$ cat src/rtl/stream_watchdog_multi.sv
// Multi-channel ready/valid watchdog: flags channels idle (StallMode=0) or stalled (StallMode=1) for NumCycles cycles.
// Latency: all outputs registered; a trip shows on the edge ending the NumCycles-th consecutive qualifying cycle.
// Observe-only, never drives the monitored handshake. STREAM_WATCHDOG_FATAL_EN: $fatal in simulation on each trip.
module stream_watchdog_multi #(
    parameter int NumChannels = 4,
    parameter int NumCycles   = 1000,
    parameter int StallMode   = 0,
    parameter int TsWidth     = 32,
    localparam int IdxWidth   = (NumChannels > 1) ? $clog2(NumChannels) : 1
) (
    input  logic                   clk_i,
    input  logic                   rst_ni,
    input  logic [NumChannels-1:0] en_i,
    input  logic                   clear_i,
    input  logic [NumChannels-1:0] valid_i,
    input  logic [NumChannels-1:0] ready_i,
    output logic [NumChannels-1:0] tripped_o,
    output logic                   any_tripped_o,
    output logic [IdxWidth-1:0]    first_idx_o,
    output logic [TsWidth-1:0]     trip_time_o
);

    localparam int CntW = (NumCycles >= 1) ? $clog2(NumCycles + 1) : 1;
    localparam logic [CntW-1:0] CntLoad = CntW'(NumCycles);

    if (NumCycles < 1) begin : g_bad_cycles
        $error("stream_watchdog_multi: NumCycles must be >= 1");
    end
    if (NumChannels < 1) begin : g_bad_channels
        $error("stream_watchdog_multi: NumChannels must be >= 1");
    end

    typedef enum logic [1:0] {IDLE, ARMED, TRIPPED} state_e;

    state_e                 state_q [NumChannels];
    logic [CntW-1:0]        cnt_q   [NumChannels];
    logic [TsWidth-1:0]     cyc_q;
    logic [NumChannels-1:0] reload;
    logic [NumChannels-1:0] trip_now;
    logic [IdxWidth-1:0]    low_idx;

    // A handshake (or, when stall-counting, an absent valid) restarts the count.
    // Anything else qualifies, so an unknown handshake falls through to counting.
    always_comb begin
        reload   = '0;
        trip_now = '0;
        for (int c = 0; c < NumChannels; c++) begin
            if (valid_i[c] & ready_i[c]) begin
                reload[c] = 1'b1;
            end else if ((StallMode != 0) && !(valid_i[c] & !ready_i[c])) begin
                reload[c] = 1'b1;
            end
            trip_now[c] = !clear_i && (state_q[c] == ARMED) && en_i[c] &&
                          !reload[c] && (cnt_q[c] == CntW'(1));
        end
    end

    always_comb begin
        low_idx = '0;
        for (int c = NumChannels - 1; c >= 0; c--) begin
            if (trip_now[c]) begin
                low_idx = IdxWidth'(c);
            end
        end
    end

    always_ff @(posedge clk_i or negedge rst_ni) begin
        if (!rst_ni) begin
            for (int c = 0; c < NumChannels; c++) begin
                state_q[c] <= IDLE;
                cnt_q[c]   <= CntLoad;
            end
            cyc_q         <= '0;
            tripped_o     <= '0;
            any_tripped_o <= 1'b0;
            first_idx_o   <= '0;
            trip_time_o   <= '0;
        end else begin
            if (cyc_q != '1) begin
                cyc_q <= cyc_q + TsWidth'(1);
            end
            if (clear_i) begin
                for (int c = 0; c < NumChannels; c++) begin
                    state_q[c] <= en_i[c] ? ARMED : IDLE;
                    cnt_q[c]   <= CntLoad;
                end
                tripped_o     <= '0;
                any_tripped_o <= 1'b0;
                first_idx_o   <= '0;
                trip_time_o   <= '0;
            end else begin
                for (int c = 0; c < NumChannels; c++) begin
                    case (state_q[c])
                        IDLE: begin
                            cnt_q[c] <= CntLoad;
                            if (en_i[c]) begin
                                state_q[c] <= ARMED;
                            end
                        end
                        ARMED: begin
                            if (!en_i[c]) begin
                                state_q[c] <= IDLE;
                                cnt_q[c]   <= CntLoad;
                            end else if (reload[c]) begin
                                cnt_q[c] <= CntLoad;
                            end else if (trip_now[c]) begin
                                state_q[c]   <= TRIPPED;
                                cnt_q[c]     <= CntLoad;
                                tripped_o[c] <= 1'b1;
                            end else begin
                                cnt_q[c] <= cnt_q[c] - CntW'(1);
                            end
                        end
                        default: ;
                    endcase
                end
                if (|trip_now) begin
                    any_tripped_o <= 1'b1;
                    // Only the first trip since reset/clear is timestamped.
                    if (!any_tripped_o) begin
                        first_idx_o <= low_idx;
                        trip_time_o <= cyc_q;
                    end
                end
            end
        end
    end

`ifdef STREAM_WATCHDOG_FATAL_EN
`ifndef SYNTHESIS
    always @(posedge clk_i) begin
        for (int c = 0; c < NumChannels; c++) begin
            if (rst_ni && trip_now[c]) begin
                $fatal(1, "%m: channel %0d tripped at time %0t after %0d cycles", c, $time, NumCycles);
            end
        end
    end
`endif
`else
    // Trips are reported through the outputs only.
`endif

endmodule
$ cat config.mk
export PLATFORM = sky130hd
export DESIGN_NAME = stream_watchdog_multi
export DESIGN_NICKNAME = d
export VERILOG_FILES = /design/src/rtl/stream_watchdog_multi.sv
export SDC_FILE = /design/constraint.sdc
export NUM_CORES = 1
export LEC_CHECK = 0
export ABC_AREA = 1
export CAP_MARGIN = 20
export CORE_UTILIZATION = 37
export DETAILED_ROUTE_END_ITERATION = 8
export GPL_TIMING_DRIVEN = 1
export PLACE_DENSITY_LB_ADDON = 0.25
export SETUP_SLACK_MARGIN = 0.3
export SYNTH_ARGS = -nofsm -noshare
export SYNTH_HDL_FRONTEND = slang
export SYNTH_SLANG_ARGS = --single-unit
$ cat constraint.sdc
create_clock -name clk_i -period 1.9 [get_ports clk_i]
set_input_delay 0.475 -clock clk_i [delete_from_list [all_inputs] [get_ports clk_i]]
set_output_delay 0.475 -clock clk_i [all_outputs]
set_load 0.02 [all_outputs]
# Word level (Yosys, flattened, before mapping)
# Index checks and enable logic that the tools add are counted.
# op_classes
muxes	75
order_cmp	0
eq_ne	26
bitwise	4
mul	0
add_sub_neg	5
div	0
shifts	0
reduce_logical	52
# ops
op	n
two-way mux 10 bit	12
two-way mux 32 bit	3
case mux 10 bit (2 select lines)	4
two-way mux 2 bit	23
== test 10 x 1 -> 1 bit (second input constant)	4
two-way mux 40 bit	1
subtractor 10 x 1 -> 10 bit (second input constant)	4
adder 32 x 1 -> 32 bit (second input constant)	1
!= test 32 bit (second input constant)	1
!= test 4 bit (second input constant)	8
AND reduction 4 bit	8
two-way mux 1 bit	26
nonzero test 2 bit	13
logical AND 1 bit	16
case mux 2 bit (2 select lines)	4
!= test 3 bit (second input constant)	4
nonzero test 3 bit	4
!= test 2 bit (second input constant)	5
== test 2 x 1 -> 1 bit (second input constant)	4
zero test 2 bit	4
two-way mux 8 bit	1
zero test 1 bit	5
AND 1 bit	4
two-way mux 4 bit	1
2 further kinds	2
# totals
elab_cells	178
mem_bits_rw	0
latchBits	0
mem_bits_ro	0
out_inout_bits	39
ff_bits	119
mem_count	0

# Longest topological paths before layout
# Gate-level depths: netlist of the first run.
# logic_depth
depth_word	12
ltp_mapped	12

# Worst setup path after synthesis of the first run
# Ideal clock, no wire load.
# synth_path
path_kind	register to register
start	reg cyc_q[0]
end	reg cyc_q[30]
slack_ps	273
n_path_buf	0
t_arrival_ps	1503
setup_ps	124
stages_incl_launch_ff	11
path_cell_list	dfrtp_1 ha_1 inv_1 nor3_4 inv_1 nor2_4 inv_1 nor2_4 nand2_1 nand2_1 nand3_1
# synth_via
elab_chain_len	1
elab_cells_between_ends	2
cone_classes	add/sub (1); eq/ne (1)
# synth_rtl
item	line	source
start, declared	37	logic [TsWidth-1:0] cyc_q;
start signal, assigned	80	cyc_q <= cyc_q + TsWidth'(1);
adder 32 x 1 -> 32 bit / != test 32 bit (equally long branches)	80, 79	
# Several ways; a longest one is shown, not always the timed one.
# A chain may end at the register's enable or synchronous reset.

# Worst setup path after layout of the first run
# layout_path
start	reg cnt_q[33] (netlist bit)
end	reg trip_time_o[14]
# layout_via
elab_chain_len	5
# layout_rtl
item	line	source
start, declared	36	logic [CntW-1:0] cnt_q [NumChannels];
start signal, assigned by index	71	cnt_q[c] <= CntLoad;
start signal, assigned by index	85	cnt_q[c] <= CntLoad;
start signal, assigned by index	95	cnt_q[c] <= CntLoad;
== test 10 x 1 -> 1 bit	54	!reload[c] && (cnt_q[c] == CntW'(1));
logical AND 1 bit	54	
OR reduction 4 bit	117	if (|trip_now) begin
nonzero test 2 bit (no line)	--	
AND reduction 2 bit (no line)	--	
end signal, assigned	122	trip_time_o <= cyc_q;
end, declared	20	output logic [TsWidth-1:0] trip_time_o
# No other way between the ends.

==> summary.md, run 1 <==
| Metric | Value |
|---|---|
| Port bufs | 53 |
| CTS tree | yes |
| Setup CP Type | reg2reg |
| DP HPWL | roughly 12000 um |
| Synth area leader | dfrtp_1 |
| Max-slew violation count | 0 |
| Status | finished, final reports clean |
| Main synth FF type | dfrtp_1 |
| Top cells by count, synth | nand2_1 (263), nor2_1 (109), dfrtp_1 (95) |
| Area growth, synth to finish | 52.1% |
| First DRT Iteration DRCs | 432 |
| CTS max path bufs | 2 |
| Power per cell area | 694 nW/um2 |
| DRC Markers | 0 |
| First-pass GRT wire length | 29900 um |
| Total of max-cap violations | 0 |
| Static leakage | 4.89 nW |
| Mean Syn Cell Area | 7.69 um2 |
| Fin. Hold Viols | 0 |
| Pre-antenna DRT Iters | 6 |
| Cell count after synthesis | 823 |
| Unrepaired setup endpoints after global routing | true |
| Crit path required time | 2210 ps |
| Worst hold slack | 466 ps |
| Ys async rst share | 100% |
| Sequential cell area fraction in the yosys report | 47.6% |
| Worst-path clk slew | 50 ps |
| Final period utilization | 90.9% |
| Post-Syn Area | 6320 um2 |
| Multi-input logic area | 3580 um2 |
| Peak VDD IR | 0.562 mV |
| Vert. Die Dim | between 100 and 150 um |
| CTS buffer count | 17 |
| Max FO, Critical Path | 8 |
| Crit path DAT | 2040 ps |
| Vias/cell | around 5 |
| Fmax | ~0.58 GHz |
| Hold Path End | trip_time_o[27] |
| DR vias | 6219 |
| Register area | roughly 3000 um2 |
| Final WL | 18800 um |
| Starting Density | 38.0% |
| IO Pins | 54 |
| Antenna violations before repair | 0 |
| Worst reg2reg path endpoint | trip_time_o[14] |
| Final setup fails | 0 |
| Die ar. | 17600 um2 |
| Global-route usage over all layers | 21.8% |
| GR Overflow Total | 0 |
| Yosys reg bits | about 120 |
| Share of cells above drive strength 1 | 38.9% |
| H-tree depth | 4 |
| Top cell type's share of synthesized area | between 30 and 40% |
| Placement row count | 47 |
| Nets | between 1000 and 1500 |
| WHS Path Cells | 2 |
| Slew @ Worst Pin | approximately 400 ps |
| Drt wl/cell | 15.0 um |
| YS warnings | 0 |
| Worst reg2reg path depth | 10 |
| Worst flop-to-flop path startpoint | cnt_q[33] |
| N_diodes | 0 |
| Post-Syn Nets | 847 |
| Most frequent cell after synthesis | nand2_1 |
| Post-route ant nets | 0 |
| Post-synth EDFFs | 0 |
| Startpoint Class | flip-flop |
| Worst setup EP type | flip-flop |
| Top post-synthesis cells by area | dfrtp_1 (38%), nand2_1 (16%), dfstp_2 (10%) |
| Core area | 16600 um2 |
| Hold WC Path Type | reg2reg |
| Final Skew | approximately 7.7 ps |
| Vias in the first global route | 5958 |
| Placer Congestion | 0.882 |
| Root Buffer | clkbuf_16 |
| R2r setup slk | 170 ps |
| Setup_tns | 0 ps |
| Slew headroom | 73.0% |
| CTS Sinks | roughly 120 |
| Fill cell count | 1446 |
| Yosys cell types | 43 |
| Final worst path period need | between 1500 and 2000 ps |
| Die Span X | about 130 um |
| Worst skew pair latency | 420 ps |
| Largest net degree at the start of global routing | 35 |
| Hold Path Origin | trip_time_o[27] |
[per-layer routing]
layer,track usage (%),part of all wire [%],vias up
met4,8.17,2.3,0
met2,33.7,46,172
met1,30.2,46,2977
met3,4.60,5.4,41
li1,-,-,3029
met5,0,0,-
[logic make-up (layout without fill, tap and decap cells)]
group / count (synthesis) / after routing / synth area share (%)
buf+inv: 107 / 315 / 7.50
flops: 119 / 119 / 47.6
fa+ha+maj: 9 / 9 / 1.78
xor+xnor: 17 / 17 / 2.35
compound gates: 50 / 51 / 4.73
simple gates: 521 / 522 / 36.1
[worst max-delay path, stage by stage (launching register included)]
cell     delay (ps)
dfstp_2         530
nor2_2           40
buf_4           130
inv_1           110
nor3_2           60
nand4_1         160
nand3_4         160
buf_12          170
buf_16          150
nand2_2          60
nand2_1          50
[layout make-up]
class | count | area share (%)
multi-input cells | 599 | 37.3
flip-flops and latches | 119 | 31.3
repair buffers | 192 | 18.7
clock buffers | 29 | 5.31
inverters | 91 | 3.67
well taps | 220 | 2.86
clock inverters | 3 | 0.936
[timing repair]
item | in CTS | in global routing
hold endpoints to repair | 16 | 0
hold buffers | 1 | 0
setup buffers | 35 | 25
pin swaps | 46 | 34
resized for setup | 212 | 125
endpoints found under the setup margin | 136 | 115
cloned | 8 | 0
[through the flow]
| step | power (mW) | cell area, um2 | std cells | util (%) | setup slack, ps |
|---|---|---|---|---|---|
| floorplan | 2.96 | 6330 | 823 | - | 285 |
| global placement | 3.18 | 7590 | 1152 | 45.6 | -484 |
| detailed placement | 3.19 | 7590 | 1152 | 45.6 | -566 |
| CTS | 6.63 | 9100 | 1228 | 54.7 | 183 |
| global route | 6.92 | 9620 | 1253 | 57.8 | 77.1 |
| finish | 6.68 | 9620 | 1253 | 57.8 | 173 |
[flip-flops by register name, indices dropped and copies added (netlist names)]
register,count
cnt_q,40
cyc_q,32
state_q,8
first_idx_o,2
tripped_o,4
trip_time_o,32
any_tripped_o,1
[where the power goes]
group          switching [mW]  internal (mW)
clock network            1.10           2.20
logic                   0.399          0.321
registers              0.0500           2.60
[worst max-delay path by stage]
| stage | start | depth (start not counted) | slack, ps | endpoint |
|---|---|---|---|---|
| 2_1_floorplan | cyc_q[0] | 8 | 280 | cyc_q[1] |
| 3_3_place_gp | clear_i | 8 | -480 | first_idx_o[0] |
| 3_5_place_dp | clear_i | 8 | -570 | first_idx_o[0] |
| 4_1_cts | cnt_q[22] | 10 | 180 | trip_time_o[14] |
| 5_1_grt | cnt_q[34] | 9 | 80 | trip_time_o[14] |
| 6_report | cnt_q[33] | 10 | 170 | trip_time_o[14] |
[layout by cell type, fill, tap and decap left out, drive strengths merged]
| master | synthesis | final |
|---|---|---|
| a21boi | 2 | 2 |
| a21oi | 4 | 4 |
| a22oi | 1 | 1 |
| a31oi | 1 | 1 |
| buf | 11 | 139 |
| bufinv | 0 | 3 |
| clkbuf | 5 | 42 |
| clkdlybuf4s15 | 0 | 26 |
| clkdlybuf4s50 | 0 | 6 |
| clkinvlp | 0 | 1 |
| dfrtp | 95 | 95 |
| dfstp | 24 | 24 |
| dlygate4sd2 | 0 | 4 |
| dlygate4sd3 | 0 | 1 |
| dlymetal6s2s | 0 | 3 |
| ha | 9 | 9 |
| inv | 91 | 90 |
| nand2 | 266 | 266 |
| nand3 | 83 | 84 |
| nand3b | 3 | 3 |
| nand4 | 10 | 10 |
| nor2 | 118 | 118 |
| nor3 | 29 | 29 |
| nor4 | 6 | 6 |
| o211ai | 2 | 2 |
| o21ai | 31 | 32 |
| o21bai | 1 | 1 |
| o22a | 1 | 1 |
| o22ai | 4 | 4 |
| o31ai | 2 | 2 |
| o41ai | 1 | 1 |
| or2 | 6 | 6 |
| xnor2 | 1 | 1 |
| xor2 | 16 | 16 |
Note: power is estimated with default switching activity, not from simulation.
==> run 2, diff against run 1 <==
--- a/config.mk
+++ b/config.mk
@@ -10,7 +10,7 @@
 export CORE_UTILIZATION = 37
 export DETAILED_ROUTE_END_ITERATION = 8
 export GPL_TIMING_DRIVEN = 1
-export PLACE_DENSITY_LB_ADDON = 0.25
+export PLACE_DENSITY = 0.52
 export SETUP_SLACK_MARGIN = 0.3
 export SYNTH_ARGS = -nofsm -noshare
 export SYNTH_HDL_FRONTEND = slang
==> constraint.sdc (replaced) <==
create_clock -name clk_i -period 1.9 [get_ports clk_i]
set_input_delay 0.475 -clock clk_i [delete_from_list [all_inputs] [get_ports clk_i]]
set_output_delay 0.475 -clock clk_i [all_outputs]
set_load 0.05 [all_outputs]
==> run 2 against run 1 <==
  * Setup slack worse by 16 ps
  * Maximum frequency is 0.93% lower
  * Critical path depth is 1 higher
  * Sequential power hardly changed
  * Largest power group unchanged
==> summary.md, run 2 (synthesis results as in run 1) <==
| Metric | Value |
|---|---|
| Status | finished, final reports clean |
| Unrepaired setup endpoints after global routing | true |
| Critical Path Slowest Stage Cell | clkdlybuf4s50_1 |
| Final period utilization | 91.8% (+0.86 points) |
| Critical path, cell by cell | clkdlybuf4s50_1 > nand2_1 > inv_2 > nor3_2 > buf_4 > nand4_1 > nand3_4 > buf_6 > clkbuf_16 > nand2_1 > nand2_1 |
| CTS buffer count | 17 (unchanged) |
| Final WL | 19500 um (+3.5%) |
| First DRT Iteration DRCs | 436 (+0.93%) |
| Vias/cell | 5.00 (+0.79%) |
| Final worst path period need | 1740 ps (+16.3 ps) |
| DP HPWL | 12300 um (+6.1%) |
| Vert. Die Dim | 133 um (unchanged) |
| Fmax | 0.573 GHz (-0.93%) |
| Global-route usage over all layers | 21.7% (-0.16 points) |
| Die ar. | 17600 um2 (unchanged) |
| Tot Pwr | 6.32 mW (-5.3%) |
| Max FO, Critical Path | 8 (unchanged) |
| Worst reg2reg path endpoint | trip_time_o[1] |
| Nets | 1035 (-0.86%) |
| Pre-antenna DRT Iters | 5 (-1) |
| IO Pins | 54 (unchanged) |
| Worst hold slack | 33.0 ps (-433 ps) |
| Area growth, synth to finish | 47.3% |
| Regs by FF count | cnt_q (40), cyc_q (32), trip_time_o (32) |
| Worst flop-to-flop path startpoint | cnt_q[31] |
| Setup_tns | 0 ps (unchanged) |
| Fin. Hold Viols | 0 (unchanged) |
| CTS Sinks | 119 (unchanged) |
| R2r setup slk | 160 ps (-20 ps) |
| Peak VDD IR | 0.562 mV (about the same) |
| Post-route ant nets | 0 (unchanged) |
| Met3 wire len | 821 um (-19%) |
| Most frequent cells in the layout | nand2_1 (217), buf_4 (136), dfrtp_1 (94) |
| Die Span X | 133 um (unchanged) |
| Worst setup EP type | flip-flop |
| Total of max-cap violations | 0 (unchanged) |
| Worst-path clk slew | 60 ps (about the same) |
| Largest net degree at the start of global routing | 75 (+110%) |
| CP max stage delay | 400 ps (-130 ps) |
| Crit path DAT | 2110 ps (+70 ps) |
| Placement row count | 47 (unchanged) |
| Top layer in use | met4 |
| H-tree depth | 4 (unchanged) |
| N_diodes | 0 (unchanged) |
| Worst reg2reg path depth | 13 (+3) |
| First-pass GRT wire length | 29600 um (-1.1%) |
| Final Skew | 11.5 ps (+3.74 ps) |
| Met2 wire length | 9450 um (+8.2%) |
| Crit path top cell by count | nand2_1 |
| Share of cells above drive strength 1 | 37.2% (-1.7 points) |
| Antenna violations before repair | 0 (unchanged) |
| Startpoint Class | input port |
| WL met1 | 8710 um (+0.59%) |
| Root Buffer | clkbuf_16 |
| Placer Congestion | 0.897 (+1.7%) |
| Port bufs | 53 (unchanged) |
| Final setup fails | 0 (unchanged) |
| Drt wl/cell | 15.7 um (+4.2%) |
| Static leakage | 4.70 nW (-4.0%) |
| Hold WC Path Type | in2async |
| Slew headroom | 70.7% (-2.3 points) |
| Vias in the first global route | 5994 (+0.60%) |
| GR Overflow Total | 0 (unchanged) |
| Power per cell area | 679 nW/um2 (-2.2%) |
| Commonest non-fill, non-tap cell in the layout | nand2_1 |
| CTS tree | yes |
| DR vias | 6223 (+0.064%) |
| Starting Density | 38.0% (unchanged) |
| Max-slew violation count | 0 (unchanged) |
| Worst setup path start | valid_i[0] |
| Max reg flops | 40 (unchanged) |
| Biggest register | cnt_q |
| Core area | 16600 um2 (unchanged) |
| Worst skew pair latency | 420 ps (about the same) |
| Crit path required time | 2260 ps (+50 ps) |
| Slew @ Worst Pin | 436 ps (+33.3 ps) |
| CTS max path bufs | 2 (unchanged) |
| DRC Markers | 0 (unchanged) |
| Setup CP Type | in2reg |
-- run 2: cell count changes in the layout (fill, tap and decap cells not counted), moves of 11 or more --
cell             before  now
nand2_1             200  217
clkbuf_2             13    0
clkdlybuf4s15_1      16    0
buf_4               106  136
nand2_4              22   11
-- run 2: worst max-delay path by stage --
stage / end / slack (ps)
2_1_floorplan: cyc_q[1] / 280
3_3_place_gp: first_idx_o[0] / -520
3_5_place_dp: trip_time_o[10] / -560
4_1_cts: trip_time_o[23] / 170
5_1_grt: trip_time_o[5] / 60
6_report: trip_time_o[29] / 160
-- run 2: cell type report --
cell class | instances | area, um2
sequential | 119 | 3010
clock inverter | 10 | 80.1
clock buffer | 22 | 464
inverter | 91 | 357
timing repair buffer | 184 | 1750
fill | 1464 | 7330
tap | 220 | 275
multi-input combinational | 598 | 3380
-- run 2: metal layers --
layer  GRT usage (%)  vias to the layer above
met2            35.1                      151
li1                -                     3003
met4            8.88                        0
met5               0                        -
met1            28.0                     3030
met3            4.90                       39
-- run 2: critical path: cells and delay by family --
kind	cells	cell delay (ps)
buffers and inverters	5	900
and+or+nand+nor	6	730
-- run 2: power breakdown --
group / internal, mW / total (mW) / switching [mW]
Sequential: 2.60 / 2.65 / 0.0526
Clock: 1.85 / 3.02 / 1.17
Combinational: 0.282 / 0.653 / 0.371
-- run 2: timing repair --
item,in CTS,in global routing
pin swaps,16,33
gates cloned,4,6
resized for setup,89,92
buffers inserted,30,18
hold buffers,0,0
setup endpoints to repair,86,93
-- run 2: stage by stage --
step,cell area (um2),worst slack (ps),utilization [%],std cells
2_1_floorplan,6330,285,-,823
3_3_place_gp,7530,-517,45.3,1154
3_5_place_dp,7530,-560,45.3,1154
4_1_cts,8730,174,52.4,1220
5_1_grt,9320,62.7,56.0,1244
6_report,9320,156,56.0,1244
